**config.mk**
```make
export PLATFORM = sky130hd
export DESIGN_NAME = hazard_scoreboard
export DESIGN_NICKNAME = d
export VERILOG_FILES = /design/src/rtl/hazard_scoreboard_pkg.sv /design/src/rtl/hazard_scoreboard_match.sv /design/src/rtl/hazard_scoreboard.sv
export SDC_FILE = /design/constraint.sdc
export NUM_CORES = 1
export LEC_CHECK = 0
export CORE_UTILIZATION = 46
export CTS_BUF_LIST = sky130_fd_sc_hd__clkbuf_16
export DETAILED_ROUTE_END_ITERATION = 6
export PLACE_DENSITY = 0.78
export SKIP_LAST_GASP = 1
export SLEW_MARGIN = 10
export SYNTH_ARGS = -nofsm -noshare
export SYNTH_HDL_FRONTEND = slang
export SYNTH_SLANG_ARGS = --single-unit
```
**constraint.sdc**
```tcl
create_clock -name clk -period 2.3 [get_ports clk]
set_input_delay 0.46 -clock clk [delete_from_list [all_inputs] [get_ports clk]]
set_output_delay 0.46 -clock clk [all_outputs]
set_load 0.01 [all_outputs]
```
**src/rtl/hazard_scoreboard_pkg.sv**
```systemverilog
// hazard_scoreboard_pkg: scoreboard entry type, forwarding encodings and default sizes
package hazard_scoreboard_pkg;
  localparam int NREGS_DEF = 8;
  localparam int DEPTH_DEF = 3;
  localparam int MAX_RW = 6;
  localparam int FWD_RF = 0;
  localparam int FWD_STAGE0 = 1;
  // Register field is sized for up to 2**MAX_RW registers so the struct is not parametric
  typedef struct packed {
    logic v;
    logic [MAX_RW-1:0] rg;
    logic ld;
  } sb_entry_t;
endpackage

```
**src/rtl/hazard_scoreboard_match.sv**
```systemverilog
// sb_match: per-stage operand match vector and youngest-match forwarding select
module sb_match
  import hazard_scoreboard_pkg::*;
#(
  parameter int DEPTH = DEPTH_DEF,
  parameter int RW = 3,
  localparam int SW = $clog2(DEPTH + 1)
) (
  input  sb_entry_t [DEPTH-1:0] sb,
  input  logic [DEPTH-1:0]      live,
  input  logic                  en,
  input  logic [RW-1:0]         opr,
  output logic [DEPTH-1:0]      hit,
  output logic [SW-1:0]         sel
);
  // Scan oldest to youngest so the lowest-index match is the one left in sel
  always_comb begin
    hit = '0;
    sel = SW'(FWD_RF);
    for (int i = DEPTH - 1; i >= 0; i--) begin
      hit[i] = en & live[i] & (sb[i].rg == MAX_RW'(opr));
      if (hit[i]) sel = SW'(FWD_STAGE0 + i);
    end
  end
endmodule

```
**src/rtl/hazard_scoreboard.sv**
```systemverilog
// hazard_scoreboard: decode-side RAW hazard detection, forwarding selects and stall counter
module hazard_scoreboard
  import hazard_scoreboard_pkg::*;
#(
  parameter int NREGS = NREGS_DEF,
  parameter int DEPTH = DEPTH_DEF,
  parameter int FWD_EN = 0,
  parameter int RF_BYPASS = 1,
  parameter int CNT_W = 16,
  localparam int RW = $clog2(NREGS),
  localparam int SW = $clog2(DEPTH + 1)
) (
  input  logic             clk,
  input  logic             rst,
  input  logic             dec_valid,
  input  logic [RW-1:0]    dec_rs,
  input  logic [RW-1:0]    dec_rt,
  input  logic             dec_rs_used,
  input  logic             dec_rt_used,
  input  logic             dec_wr_en,
  input  logic [RW-1:0]    dec_wr_reg,
  input  logic             dec_is_load,
  input  logic             ext_stall,
  input  logic             flush,
  output logic             stall,
  output logic [SW-1:0]    fwd_sel_rs,
  output logic [SW-1:0]    fwd_sel_rt,
  output logic [CNT_W-1:0] stall_count
);
  sb_entry_t [DEPTH-1:0] sb;
  sb_entry_t ins;
  logic [DEPTH-1:0] live, hit_rs, hit_rt;
  logic [SW-1:0] sel_rs, sel_rt;
  logic issue;
  // With a write-before-read register file the WB stage is already visible to decode
  always_comb begin
    live = '0;
    for (int i = 0; i < DEPTH; i++) live[i] = sb[i].v & ~(RF_BYPASS != 0 && i == DEPTH - 1);
  end
  sb_match #(.DEPTH(DEPTH), .RW(RW)) u_rs (
    .sb(sb), .live(live), .en(dec_valid & dec_rs_used), .opr(dec_rs), .hit(hit_rs), .sel(sel_rs)
  );
  sb_match #(.DEPTH(DEPTH), .RW(RW)) u_rt (
    .sb(sb), .live(live), .en(dec_valid & dec_rt_used), .opr(dec_rt), .hit(hit_rt), .sel(sel_rt)
  );
  assign stall = (FWD_EN != 0) ? ((hit_rs[0] | hit_rt[0]) & sb[0].ld) : |{hit_rs, hit_rt};
  assign fwd_sel_rs = (FWD_EN != 0) ? sel_rs : SW'(FWD_RF);
  assign fwd_sel_rt = (FWD_EN != 0) ? sel_rt : SW'(FWD_RF);
  assign issue = dec_valid & ~stall & ~flush & ~ext_stall;
  assign ins = issue ? '{v: dec_wr_en, rg: MAX_RW'(dec_wr_reg), ld: dec_is_load} : '0;
  always_ff @(posedge clk) begin
    if (rst) begin
      sb <= '0;
    end else if (!ext_stall) begin
      for (int i = DEPTH - 1; i > 0; i--) sb[i] <= sb[i-1];
      sb[0] <= ins;
    end
  end
  always_ff @(posedge clk) begin
    if (rst) stall_count <= '0;
    else if (stall & ~ext_stall & ~flush & ~&stall_count) stall_count <= stall_count + 1'b1;
  end
endmodule

```
After elaboration in Yosys (flattened, before gate mapping)
Cells that the tools add are included.
Word-level totals
  bits in registers: 30
  output and inout port bits: 21
  logic and storage cells: 33
Cells by class
  add/sub/neg operators: 1
  equal/unequal tests: 4
  multiplexer cells: 1
  bitwise gates (word level): 19
  reductions and logical operators: 3
Operator list (number)
  $eq 6x3->1: 4
  $add 16x1->16 const B: 1
  $and 1x1->1: 16
  $reduce_and 16->1: 1
  $mux 8: 1
  $reduce_or 4->1: 1
  $not 1->1: 3
  $logic_not 1->1: 1

Depth between registers and ports, before layout
  depth in word-level cells: 9
  gate-level depth with buffers: 9
  mapped depth without buffers: 7

By module
From an unflattened synthesis, not the netlist that was laid out.
Unflattened totals
  cell total of the unflattened synthesis: 212
  area, all modules: 1845.5 um^2
Modules (own cells, without submodules)
  hazard_scoreboard: instances 1, cells each 166, area an instance 1505.2 um^2, sequential area each 620.6 um^2
  sb_match: instances 2, cells each 23, area an instance 170.2 um^2, sequential area each 0.0 um^2

Worst setup path before layout
OpenSTA, ideal clock, no wires.
  path kind: register to register
  from: register stall_count[0]
  to: register stall_count[1]
  library setup time: 0.128 ns
  arrival: 1.887 ns
  required time: 2.172 ns
  setup slack: 0.285 ns
  cell stages (with the launch flop): 10
  path buffers: 2
  cell sequence: dfxtp_1 > ha_1 > nand2_1 > nor3_1 > a221oi_2 > nor2_2 > buf_6 > buf_4 > mux2i_1 > nor2_1
Between the ends
  word-level cells in the longest chain between the ends: 3
  elaborated cells between the ends (all ways): 4
  those cells by class: 1 x add/sub; 1 x bitwise; 2 x reduce/logical
Ends and longest elaborated chain
  start: declaration: line hazard_scoreboard.sv:28  | output logic [CNT_W-1:0] stall_count
  start signal: assignment: line hazard_scoreboard.sv:61  | else if (stall & ~ext_stall & ~flush & ~&stall_count) stall_count <= stall_count + 1'b1;
  parallel branches: the longest is 3 deep, another holds $add 16x1->16
Several ways; the timed one is not identified.
A chain may end at the register's enable or synchronous reset.

Worst setup path in the final report
  from: input port dec_rs[0]
  to: register stall_count[15]
Between the ends
  word-level cells in the longest chain between the ends: 6
  elaborated cells between the ends (all ways): 8
  those cells by class: 2 x eq/ne; 5 x bitwise; 1 x reduce/logical
Ends and longest elaborated chain
  start: declaration: line hazard_scoreboard.sv:16  | input logic [RW-1:0] dec_rs,
  $eq 6x3->1: line hazard_scoreboard_match.sv:21  | hit[i] = en & live[i] & (sb[i].rg == MAX_RW'(opr));
  $and 1x1->1: line hazard_scoreboard_match.sv:21
  $reduce_or 4->1 *: line hazard_scoreboard.sv:46  | assign stall = (FWD_EN != 0) ? ((hit_rs[0] | hit_rt[0]) & sb[0].ld) : |{hit_rs, hit_rt};
  $and 1x1->1 * (3 in series): line hazard_scoreboard.sv:61
Every way passes the cells marked *; elsewhere a longest branch is shown, timed or not.

==> results.cfg <==
[pwr]
peakVddDrop_uv = 445
total_power_w = 0.000875
static-leakage-power_nw = 0.693
p_per_area_mw_per_mm2 = 454

[route]
final_antenna_net_count = 0
number_of_drc_violations_after_detailed_routing = 0
drt_wl_total_microns = 3710
viasPerCell = 5.84
route.vias.total = 1414
wl_per_cell_microns = 15.3
drt_pass1_iterations = 5
drt_first_iter_violations = 46

[die]
fp.dieArea_sq_mm = 0.00307
top_level_ports = 39
die_y_extent_microns = 55.4
dieWidth_microns = 55.4
initial_core_util_pct = 50.6
core_sq_mm = 0.00259
placementRows = 18

[layout]
diodes = 0
area.sequential_sq_um = 480
drive_above_1_share_pct = 17.5
multi_input_comb_area_sq_um = 815
filler_cell_count = 202
syn2layout_area_growth_pct = 46.9
layout.nets = 232

[logic_synthesis]
post_synth_fa_ha_maj_area_fraction_pct = 0.954
synth_area_leader_cell = sky130_fd_sc_hd__dfxtp_1
number_of_enable_type_register_cells_in_the_synthesized_netlist = 0
synth_compound_gate_area_share_pct = 15.2
synthDominantCellAreaShare_pct = 36.6
ys.flop_type = sky130_fd_sc_hd__dfxtp_1
synthDistinctLibCells = 29
synth_cells = 157
yosys_register_bits = 24
netlist_area_sq_mm = 0.00131
synthMuxAreaShare_pct = 3.82
syn_avg_cell_area_sq_um = 8.35
synth_top_family_by_area = simple AND/OR/NAND/NOR gates
synth.yosys.warnings = 0
synth_seq_area_share_pct = 36.6
synth.top_cells.by_area = sky130_fd_sc_hd__dfxtp_1 37%, sky130_fd_sc_hd__xnor2_1 8.0%, sky130_fd_sc_hd__or4_1 5.7%
synth_simple_gate_area_share_pct = 26.4
ys_async_sr_fraction_pct = 0
xor_and_xnor_area_share_after_synthesis_pct = 10.0

[global_routing]
grt_antenna_before_repair = 0
grt_pass1_vias = 1395
grt_pass1_wl_microns = 6160
grt_usage_pct = 25.1
grt_start_max_net_pins = 17
grt_overflow_total = 0

[timing]
achievable_clock_frequency_mhz = 443
fin_ws_ps = 44.8
finalClockSkew_ps = 5.70
fin_tns_setup_ps = 0
final_min_period_over_clock_period_pct = 98.1
maxSlewViolCount = 0
final.min_clock_period_ps = 2260
final_hold_viol_count = 0
finalSetupViolations = 0
grt_setup_unrepaired = yes

[clock_tree]
tritoncts_clock_tree = yes
clock_tree.htree_level_count = 1
cts.hold.buffers_added = 0
clk-insertion-delay-late_ps = 260
clock_pin_slew_worst_setup_and_hold_paths_ps = 60
clockBufferDepth = 2
root_buffer = sky130_fd_sc_hd__clkbuf_16
cts.sinks = 24
cts_buffers = 3

[flow_run]
max_cap_check_violation_count = 0

[min_path]
hold_path_class = reg -> reg
hold_path_end = stall_count[13]
hp-start = stall_count[13]
hold_depth = 2

[setup_path]
critical_path.most_common_cell = sky130_fd_sc_hd__buf_4
slowest_delay_ps = 500
timing.setup.critical_path_class = in -> reg
r2r-start = sb[10]
endpoint_kind = flop
setup_crit_start_kind = input pin
worst_r2r_endpoint = stall_count[15]
path_cells = dlygate4sd2_1 -> xnor2_1 -> nand4_1 -> buf_4 -> a221oi_4 -> buf_4 -> nor2_4 -> or4_1 -> a21oi_1
r2r_setup_slack_ps = 110
rr_worst_depth = 8
worstPathMaxFanout = 5
worstPathArrival_ps = 2440
worst_path_slowest_cell = sky130_fd_sc_hd__or4_1
required_time_of_the_worst_setup_path_ps = 2480

[placed_design]
buffer_ports.inserted = 33
dp_hpwl_microns = 2450
dpl_worst_slack_ps = -309
place_congestion = 0.906

[status]
outcome = complete, no violations
final cells by class:
class                      instances  area share (%)
multi-input combinational        124            42.3
timing repair buffer              57            26.1
sequential                        24            25.0
clock inverter                     1           0.195
tap                               30            1.95
clock buffer                       3            3.90
inverter                           3           0.585
what timing repair did:
action	in CTS	in global routing
cloned	2	0
pin swaps	7	2
setup buffers	7	1
gates resized for setup	13	2
endpoints found under the setup margin	8	8
flip-flops by register name, summed over array words and instances (netlist names):
name / cells
live: 2
sb: 6
stall_count: 16
cells in the mapped netlist (all sizes together), types with 2 or more instances:
cell,number
nand2,16
and3,2
o31ai,7
mux2i,5
inv,3
or4,10
nand4,11
clkbuf,3
a221oi,2
nor2,13
nand3,8
buf,8
xor2,3
a21oi,14
nor2b,3
o21ai,5
xnor2,12
dfxtp,24
o211ai,2
metrics by stage:
stage          util, %  cell area [sq um]  hold slack, ps  cells
3_3_place_gp      67.0               1730             480    228
5_1_grt           74.3               1930             519    242
2_1_floorplan        -               1320             470    160
4_1_cts           73.7               1910             506    241
3_5_place_dp      67.0               1730             494    228
6_report          74.3               1930             505    242
how the worst max path moves through the flow:
stage	start	end	slack [ps]	depth (start not counted)
2_1_floorplan	stall_count[0]	stall_count[1]	290	9
3_3_place_gp	dec_rt[0]	stall	-250	7
3_5_place_dp	dec_rs[2]	stall_count[15]	-310	7
4_1_cts	stall_count[6]	stall_count[1]	150	8
5_1_grt	dec_rs[0]	stall_count[15]	-10	9
6_report	dec_rs[0]	stall_count[15]	40	9
critical path: cells and delay by family:
family / cells / cell delay, ps
compound gates: 2 / 460
simple gates: 3 / 730
buf+inv: 3 / 620
xor+xnor: 1 / 170
routing by layer:
layer	vias up	global-route usage, %	share of wire (%)
met3	12	3.28	5.4
met5	-	0	0
met4	0	10.0	2.1
met2	58	42.0	49
met1	666	32.5	43
li1	678	-	-
power breakdown:
group          leakage (nW)  switching (W)  internal, W
sequential            0.193     0.00000358     0.000418
combinational         0.461      0.0000351    0.0000393
clock                0.0385       0.000147     0.000232
total                 0.693       0.000185     0.000690
logic make-up (layout without fill, tap and decap cells):
logic type,after synthesis,count (layout)
buffers and inverters,14,64
flip-flops,24,24
XOR/XNOR,15,15
multiplexers,5,5
other,1,4
adder cells (fa/ha/maj),1,1
AO/OA/AOI/OAI,31,31
AND/OR/NAND/NOR,66,68
cell usage in the layout (no fill, tap or decap), types with 2 or more instances in the layout:
master,count
sky130_fd_sc_hd__a21oi_1,13
sky130_fd_sc_hd__a221oi_4,2
sky130_fd_sc_hd__and3_1,2
sky130_fd_sc_hd__buf_4,24
sky130_fd_sc_hd__clkbuf_16,3
sky130_fd_sc_hd__clkdlybuf4s50_1,26
sky130_fd_sc_hd__conb_1,4
sky130_fd_sc_hd__dfxtp_1,24
sky130_fd_sc_hd__dlygate4sd2_1,6
sky130_fd_sc_hd__inv_1,3
sky130_fd_sc_hd__mux2i_1,5
sky130_fd_sc_hd__nand2_1,16
sky130_fd_sc_hd__nand3_1,8
sky130_fd_sc_hd__nand4_1,11
sky130_fd_sc_hd__nor2_1,10
sky130_fd_sc_hd__nor2_2,4
sky130_fd_sc_hd__nor2b_1,3
sky130_fd_sc_hd__o211ai_1,2
sky130_fd_sc_hd__o21ai_1,4
sky130_fd_sc_hd__o31ai_1,7
sky130_fd_sc_hd__or4_1,10
sky130_fd_sc_hd__xnor2_1,11
sky130_fd_sc_hd__xor2_1,3
Power figures use the tool's default switching activity.
